--- config.mk ---
export PLATFORM = sky130hd
export DESIGN_NAME = muldiv_unit
export DESIGN_NICKNAME = d
export VERILOG_FILES = /design/src/rtl/muldiv_unit_pkg.sv /design/src/rtl/mdu_sign_adj.sv /design/src/rtl/muldiv_unit.sv
export SDC_FILE = /design/constraint.sdc
export NUM_CORES = 1
export LEC_CHECK = 0
export BUFFER_PORTS_ARGS = -buffer_cell sky130_fd_sc_hd__buf_2
export CAP_MARGIN = 5
export CORE_ASPECT_RATIO = 0.9
export CORE_MARGIN = 5
export CORE_UTILIZATION = 50
export CTS_BUF_LIST = sky130_fd_sc_hd__clkbuf_8 sky130_fd_sc_hd__clkbuf_16
export DETAILED_ROUTE_END_ITERATION = 12
export PLACE_DENSITY = 0.7
export SLEW_MARGIN = 0
export SYNTH_ARGS = -nofsm -noshare
export SYNTH_HDL_FRONTEND = slang
export SYNTH_HIERARCHICAL = 1
export SYNTH_SLANG_ARGS = --single-unit
--- constraint.sdc ---
create_clock -name clk -period 4.7 [get_ports clk]
set_input_delay 0.94 -clock clk [delete_from_list [all_inputs] [get_ports clk]]
set_output_delay 0.94 -clock clk [all_outputs]
set_load 0.05 [all_outputs]
--- src/rtl/muldiv_unit_pkg.sv ---
// Shared control definitions: ALU control codes plus the multiply/divide
// unit's operation codes, FSM states and default operand width.
package muldiv_unit_pkg;

    localparam int WIDTH_DEFAULT = 32;

    typedef enum logic [3:0] {
        ALU_ADD  = 4'd0,
        ALU_SUB  = 4'd1,
        ALU_AND  = 4'd2,
        ALU_OR   = 4'd3,
        ALU_XOR  = 4'd4,
        ALU_NOR  = 4'd5,
        ALU_SLT  = 4'd6,
        ALU_SLTU = 4'd7,
        ALU_SLL  = 4'd8,
        ALU_SRL  = 4'd9,
        ALU_SRA  = 4'd10
    } alu_ctrl_e;

    typedef enum logic [2:0] {
        OP_MULTU = 3'b000,
        OP_MULT  = 3'b001,
        OP_DIVU  = 3'b010,
        OP_DIV   = 3'b011,
        OP_MTHI  = 3'b100,
        OP_MTLO  = 3'b101
    } md_op_e;

    typedef enum logic [1:0] {
        ST_IDLE = 2'd0,
        ST_CALC = 2'd1,
        ST_FIX  = 2'd2
    } md_state_e;

    // Iterative ops occupy the low half of the encoding; bit 0 = signed, bit 1 = divide.
    function automatic logic md_is_iter(input logic [2:0] op);
        return ~op[2];
    endfunction

    function automatic logic md_is_signed(input logic [2:0] op);
        return ~op[2] & op[0];
    endfunction

    function automatic logic md_is_div(input logic [2:0] op);
        return ~op[2] & op[1];
    endfunction

endpackage

--- src/rtl/mdu_sign_adj.sv ---
// Combinational sign conditioning: passes the value through or returns its
// two's-complement negation. Used for absolute value in and signed result out.
module mdu_sign_adj #(
    parameter int W = 32
) (
    input  logic [W-1:0] val,
    input  logic         neg,
    output logic [W-1:0] res
);

    assign res = neg ? (~val + W'(1)) : val;

endmodule

--- src/rtl/muldiv_unit.sv ---
// Iterative multiply/divide unit with HI/LO result registers: one operand bit
// per cycle on unsigned magnitudes, signs restored in a final fix-up cycle.
module muldiv_unit
    import muldiv_unit_pkg::*;
#(
    parameter int WIDTH = WIDTH_DEFAULT
) (
    input  logic             clk,
    input  logic             rst_n,
    input  logic             start,
    input  logic [2:0]       op,
    input  logic [WIDTH-1:0] a,
    input  logic [WIDTH-1:0] b,
    output logic             busy,
    output logic             done,
    output logic             div0,
    output logic [WIDTH-1:0] hi,
    output logic [WIDTH-1:0] lo
);

    localparam int CW = $clog2(WIDTH + 1);

    md_state_e          state;
    logic [CW-1:0]      cnt;
    logic               is_div;
    logic               neg_lo;
    logic               neg_hi;
    logic               zero_div;
    logic [WIDTH-1:0]   acc;
    logic [WIDTH-1:0]   quo;
    logic [WIDTH-1:0]   opb;

    logic               signed_op;
    logic [WIDTH-1:0]   a_mag;
    logic [WIDTH-1:0]   b_mag;
    logic [WIDTH:0]     mul_sum;
    logic [WIDTH:0]     rem_sh;
    logic               take;
    logic [WIDTH-1:0]   rem_sub;
    logic [2*WIDTH-1:0] prod_res;
    logic [WIDTH-1:0]   quot_res;
    logic [WIDTH-1:0]   rem_res;

    assign signed_op = md_is_signed(op);

    mdu_sign_adj #(.W(WIDTH)) u_abs_a (
        .val(a), .neg(signed_op & a[WIDTH-1]), .res(a_mag)
    );
    mdu_sign_adj #(.W(WIDTH)) u_abs_b (
        .val(b), .neg(signed_op & b[WIDTH-1]), .res(b_mag)
    );

    // Multiply: {acc, quo} holds partial product above the remaining multiplier bits.
    assign mul_sum = {1'b0, acc} + (quo[0] ? {1'b0, opb} : '0);

    // Restoring divide: acc is the partial remainder, quo shifts dividend out and quotient in.
    assign rem_sh  = {acc, quo[WIDTH-1]};
    assign take    = rem_sh >= {1'b0, opb};
    assign rem_sub = rem_sh[WIDTH-1:0] - opb;

    mdu_sign_adj #(.W(2*WIDTH)) u_fix_prod (
        .val({acc, quo}), .neg(neg_lo), .res(prod_res)
    );
    mdu_sign_adj #(.W(WIDTH)) u_fix_quot (
        .val(quo), .neg(neg_lo), .res(quot_res)
    );
    mdu_sign_adj #(.W(WIDTH)) u_fix_rem (
        .val(acc), .neg(neg_hi), .res(rem_res)
    );

    always_ff @(posedge clk or negedge rst_n) begin
        if (!rst_n) begin
            state    <= ST_IDLE;
            cnt      <= '0;
            busy     <= 1'b0;
            done     <= 1'b0;
            div0     <= 1'b0;
            hi       <= '0;
            lo       <= '0;
            is_div   <= 1'b0;
            neg_lo   <= 1'b0;
            neg_hi   <= 1'b0;
            zero_div <= 1'b0;
        end else begin
            done <= 1'b0;
            case (state)
                ST_IDLE: begin
                    if (start && md_is_iter(op)) begin
                        state    <= ST_CALC;
                        busy     <= 1'b1;
                        cnt      <= CW'(WIDTH);
                        is_div   <= md_is_div(op);
                        neg_lo   <= signed_op & (a[WIDTH-1] ^ b[WIDTH-1]);
                        neg_hi   <= signed_op & a[WIDTH-1];
                        zero_div <= (b == '0);
                    end else if (start && op == OP_MTHI) begin
                        hi   <= a;
                        done <= 1'b1;
                    end else if (start && op == OP_MTLO) begin
                        lo   <= a;
                        done <= 1'b1;
                    end
                end
                ST_CALC: begin
                    cnt <= cnt - CW'(1);
                    if (cnt == CW'(1)) begin
                        state <= ST_FIX;
                    end
                end
                ST_FIX: begin
                    state <= ST_IDLE;
                    busy  <= 1'b0;
                    done  <= 1'b1;
                    if (is_div) begin
                        lo   <= zero_div ? '1 : quot_res;
                        hi   <= rem_res;
                        div0 <= zero_div;
                    end else begin
                        {hi, lo} <= prod_res;
                    end
                end
                default: begin
                    state <= ST_IDLE;
                    busy  <= 1'b0;
                end
            endcase
        end
    end

    // Working registers need no reset: every operation reloads them at accept.
    always_ff @(posedge clk) begin
        if (state == ST_IDLE && start && md_is_iter(op)) begin
            acc <= '0;
            quo <= a_mag;
            opb <= b_mag;
        end else if (state == ST_CALC) begin
            if (is_div) begin
                acc <= take ? rem_sub : rem_sh[WIDTH-1:0];
                quo <= {quo[WIDTH-2:0], take};
            end else begin
                acc <= mul_sum[WIDTH:1];
                quo <= {mul_sum[0], quo[WIDTH-1:1]};
            end
        end
    end

endmodule

# After elaboration in Yosys (flattened, before gate mapping)
# Cells that the tools add are included.
# W data, S select, Z words.
dict set report op_classes {
  reduce_logical 17
  add_sub_neg 8
  bitwise 13
  n_lt_le_gt_ge 1
  n_mux 32
  n_eq_ne 11
}
# operator count
set op_table {}
lappend op_table {{$mux W32} 18}
lappend op_table {{$add A32 B1 Y32 const B} 4}
lappend op_table {{$not A32 Y32} 4}
lappend op_table {{$pmux W32 S2} 2}
lappend op_table {{$add A64 B1 Y64 const B} 1}
lappend op_table {{$mux W64} 1}
lappend op_table {{$not A64 Y64} 1}
lappend op_table {{$add A32 B32 Y33} 1}
lappend op_table {{$ge A33 B32 Y1} 1}
lappend op_table {{$logic_not A32 Y1} 1}
lappend op_table {{$sub A32 B32 Y32} 1}
lappend op_table {{$ne A2 B2 Y1 const B} 6}
lappend op_table {{$pmux W6 S2} 1}
lappend op_table {{$reduce_and A2 Y1} 5}
lappend op_table {{$eq A3 B3 Y1 const B} 2}
lappend op_table {{$eq A6 B1 Y1 const B} 1}
lappend op_table {{$mux W6} 1}
lappend op_table {{$reduce_bool A2 Y1} 3}
lappend op_table {{$sub A6 B1 Y6 const B} 1}
lappend op_table {{$and A1 B1 Y1} 5}
lappend op_table {{$logic_and A1 B1 Y1} 5}
lappend op_table {{$mux W1} 4}
lappend op_table {{$mux W2} 2}
lappend op_table {{$pmux W1 S2} 2}
lappend op_table {{other kinds (8)} 9}
dict set report totals {
  register_bits 175
  in_bits 70
}

# Depth between registers and ports, before layout
dict set report depth {
  word_depth 6
  ltp_mapped 15
  mapped_depth_nobuf 12
}

# Hierarchy
# Netlist, hierarchy kept.
# mod area_per_inst_um2 cells_per_inst instances
set modules_own_cells {}
lappend modules_own_cells {muldiv_unit 12034.0 1412 1}
lappend modules_own_cells {{mdu_sign_adj (u_abs_a ...)} 777.0 99 4}
lappend modules_own_cells {{mdu_sign_adj (u_fix_prod)} 1530.2 197 1}

# Worst setup path before layout
# No wires, ideal clock.
dict set report synth_timing {
  path_kind {input-to-reg}
  from {input port op[2]}
  to {register opb[0], enable pin}
  setup_slack_ps 1362
  arrival_ps 2930
  setup_time_ps 409
  required_ps 4291
  path_stages 4
  cell_sequence {or4b_2 clkbuf_1 inv_2 buf_1}
}
dict set report synth_via {
  elab_chain_cells 2
}
# element line
set synth_rtl {}
lappend synth_rtl {{start, declared} muldiv_unit.sv:11} ;# input logic [2:0] op,
lappend synth_rtl {{$not A1 Y1} muldiv_unit_pkg.sv:38} ;# return ~op[2];
lappend synth_rtl {{$logic_and A1 B1 Y1} muldiv_unit.sv:132} ;# if (state == ST_IDLE && start && md_is_iter(op)) begin
lappend synth_rtl {{end signal, assigned} muldiv_unit.sv:135} ;# opb <= b_mag;
lappend synth_rtl {{end, declared} muldiv_unit.sv:31} ;# logic [WIDTH-1:0] opb;
# No other way between the ends.
# A chain may end at the register's enable or synchronous reset.

# Worst setup path in the final report
dict set report layout_timing {
  from {register acc[9]}
  to {register acc[17]}
}
dict set report layout_via {
  elab_chain_cells 3
  word_cells_on_any_way 5
  classes_between {add/sub: 2; order compare: 1; mux: 2}
}
# element line
set layout_rtl {}
lappend layout_rtl {{start, declared} muldiv_unit.sv:29} ;# logic [WIDTH-1:0] acc;
lappend layout_rtl {{start signal, assigned} muldiv_unit.sv:138} ;# acc <= take ? rem_sub : rem_sh[WIDTH-1:0];
lappend layout_rtl {{start signal, assigned} muldiv_unit.sv:141} ;# acc <= mul_sum[WIDTH:1];
lappend layout_rtl {{$sub A32 B32 Y32 / $ge A33 B32 Y1 (equally long branches)} {muldiv_unit.sv:59, muldiv_unit.sv:58}}
lappend layout_rtl {{$mux W32} muldiv_unit.sv:138}
lappend layout_rtl {{$mux W32 *} muldiv_unit.sv:137} ;# if (is_div) begin
# Every way passes the cells marked *; elsewhere a longest branch is shown, timed or not.

==> impl_metrics.toml <==
[synth]
synth_cell_type_count = 91
postSynthNetCount = 2148
synth_edf_count = 64
netlist_instances = 2005
syn-cell-area_um2 = 16700
syn_avg_cell_area_um2 = 8.32
yosysWarnings = 6
synth-async-reset-ratio_pct = 45.1
seq_area_frac_synth_pct = 27.2
ys_dominant_reg_cell = "dfrtp_1"
ys_ff_latch = 175

[sta]
post-route-period-util_pct = 81.3
finalSetupViolCount = 0
drv_slew = 0
hold_viol = 0
fmax_mhz = 262
max-slew-margin-rel_pct = 14.2
min_period_ns = 3.82
finClkSkew_ns = 0.0143
worstMarginPinSlew_ns = 1.28
tns_ns = 0
grt_setup_unrepaired = "no"

[critical_path]
cp_max_fo = 17
ff2ff_path_depth = 11
cp.arrival_ns = 4.17
crit_path_start_kind = "register"
r2r_start = "acc[9]"
r2r_setup_slack_ns = 0.88
cp-end-kind = "register"
r2r-end = "acc[17]"
worst_ep_required_time_ns = 5.04
criticalPathCategory = "register to register"

[pwr]
p_comb_share_pct = 63.5
p_per_area_nw_per_um2 = 758
seqPwrFrac_pct = 26.4
pwr-share-clk_pct = 10.0
leakage_uw = 0.00698
p_int_uw = 6470
p_switching_uw = 7260
ir_drop_uv = 365
netSwitchingFraction_pct = 52.9

[routing]
avgRoutedWirePerCell_um = 19.6
vias = 15600
viasPerCell = 6.25
drtAntennaViolNets = 0
drt_drc_violations_left = 1
routed_wl_um = 49000
first_pass_iters = 9
drt_iter0_drc = 1295

[floorplanning]
dieWidth_um = 202
core_area_um2 = 32900
rows = 63
start_util_pct = 50.6
dieHeight_um = 183
ioPinCount = 137
dieArea_um2 = 37100

[place]
port_buffers = 136
place_congestion = 1.01
hpwlAfterDp_um = 37200

[clock_tree]
clk_pin_slew_ns = 0.07
insertion_delay_ns = 0.46
clockBufferDepth = 2
hold_buffers = 0
cts_tree = "built"
clock_sinks = 175
cts_root_buf = "clkbuf_16"
cts_resized = 0
cts_setup_buffers = 0
numCtsBuffers = 17
htree_levels = 4

[global_route]
antenna_found_initial = 0
grt_use_total_pct = 25.9
grt_pass1_wl_um = 78900
grt.overflow.total = 0
grt_pass1_vias = 14700
grt_max_degree = 67

[layout]
multi_input_area_um2 = 11400
drive_gt1_share_pct = 13.6
seq_area_um2 = 4540
areaGrowthSynthToFinish_pct = 8.59
num_antenna_cells = 0
layout.nets = 2213
fillers = 3080
final_util_pct = 54.9

[status]
outcome = "complete, but fails checks"
violations = "DRC"

[hold_path]
hold_depth = 2
min_path_type = "register to register"
min_from = "hi[17]"
min_to = "hi[17]"

[run]
maxCapViolations = 0
==> power by group through the flow <==
stage | Clock [uW] | Sequential [uW] | Combinational, uW
after floorplan | 0 | 4230 | 5880
after global placement | 0 | 3590 | 8460
after detailed placement | 0 | 3630 | 8580
after CTS | 1390 | 3600 | 8610
after global routing | 1460 | 3770 | 9490
final | 1380 | 3630 | 8720
==> placed cells by master, fill, tap and decap left out, types with 64 or more instances in the layout <==
cell	Yosys	routed
a21oi_1	173	173
buf_2	5	135
dfrtp_1	79	77
edfxtp_1	64	64
ha_1	71	71
inv_1	64	66
mux2i_1	74	74
nand2_1	196	196
nor2_1	159	159
o21ai_0	181	181
xnor2_1	207	207
==> worst max path at each step <==
stage / startpoint / slack, ns / to / cells past startpoint
floorplan: op[2] / 1.36 / opb[0] / 4
detailed placement: acc[15] / 0.98 / acc[17] / 11
global placement: acc[0] / 1.09 / acc[17] / 11
finish: acc[9] / 0.88 / acc[17] / 11
global route: acc[1] / 0.61 / acc[17] / 11
CTS: acc[15] / 0.96 / acc[17] / 11
==> synth_stat cells (8+ instances only) <==
master    number  area, um2
xnor2_1      207       1810
nand2_1      196        736
o21ai_0      181        906
a21oi_1      173        866
nor2_1       159        597
dfrtp_1       79       1980
mux2i_1       74        741
ha_1          71        888
clkbuf_1      66        248
edfxtp_1      64       1920
inv_1         64        240
o31ai_1       53        398
nand3_1       39        195
and2_1        37        231
o22ai_1       36        225
dfxtp_1       32        641
xor2_1        32        280
o41ai_1       30        263
buf_1         29        109
nor4_1        27        169
nand2b_1      26        163
nand4_1       26        163
a21o_1        24        180
o41ai_2       21        342
or3_1         20        125
nor3_1        17       85.1
nor4_4        16        340
a31oi_1       12       75.1
a211oi_1      11       82.6
o21a_1        10       75.1
and3_1         9       56.3
o21ai_1        9       45.0
a22oi_1        8       60.1
or2b_1         8       60.1
==> per-layer routing <==
metal	wire, um	part of all wire [%]	track usage, %	vias to the layer above
li1	-	-	-	7476
met3	3640	7.4	4.35	99
met2	22400	46	42.0	612
met1	21600	44	35.6	7461
met5	0	0	0	-
met4	1350	2.8	8.06	0
==> per-stage QoR <==
stage	hold WS [ns]	setup slack (ns)	power [uW]	cell area, um2	instances
2_1_floorplan	0.449	1.36	10100	16700	2005
3_3_place_gp	0.460	1.09	12000	17600	2473
5_1_grt	0.499	0.606	14700	18100	2505
6_report	0.476	0.879	13700	18100	2505
3_5_place_dp	0.466	0.978	12200	17600	2473
4_1_cts	0.482	0.963	13600	18100	2505
==> flip-flops by register name, summed over array words and instances, names as in the netlist <==
register / flops
div0: 1
lo: 32
neg_lo: 1
quo: 32
cnt: 6
acc: 32
hi: 32
opb: 32
state: 2
busy: 1
neg_hi: 1
is_div: 1
zero_div: 1
done: 1
==> cell type report <==
cell class              instances  share of cell area [%]
clock inverters                13                   0.491
well taps                     422                    2.92
multi-input cells            1651                    62.9
flip-flops and latches        175                    25.1
repair buffers                160                    4.77
clock buffers                  19                    2.50
inverters                      65                    1.35
==> worst max-delay path, cell delays in order (launching register included) <==
cell and delay, ns:
dfxtp_1 0.72, ha_1 0.42, a21oi_1 0.28, nand2_1 0.15, a41oi_2 0.22, nand3_1 0.20
a31oi_2 0.27, o21a_1 0.57, buf_4 0.34, mux2i_1 0.20, nor2_1 0.05, a221o_1 0.27
==> cells by family after synthesis <==
| family | Yosys count | share of synthesized area (%) |
|---|---|---|
| AOI/OAI and AO/OA | 633 | 25.0 |
| and+or+nand+nor | 625 | 20.1 |
| xor gates and xnor gates | 239 | 12.6 |
| buffers and inverters | 179 | 4.62 |
| DFF | 175 | 27.2 |
| muxes | 81 | 4.92 |
| adders and majority gates | 73 | 5.57 |
Note: power is estimated with default switching activity, not from simulation.
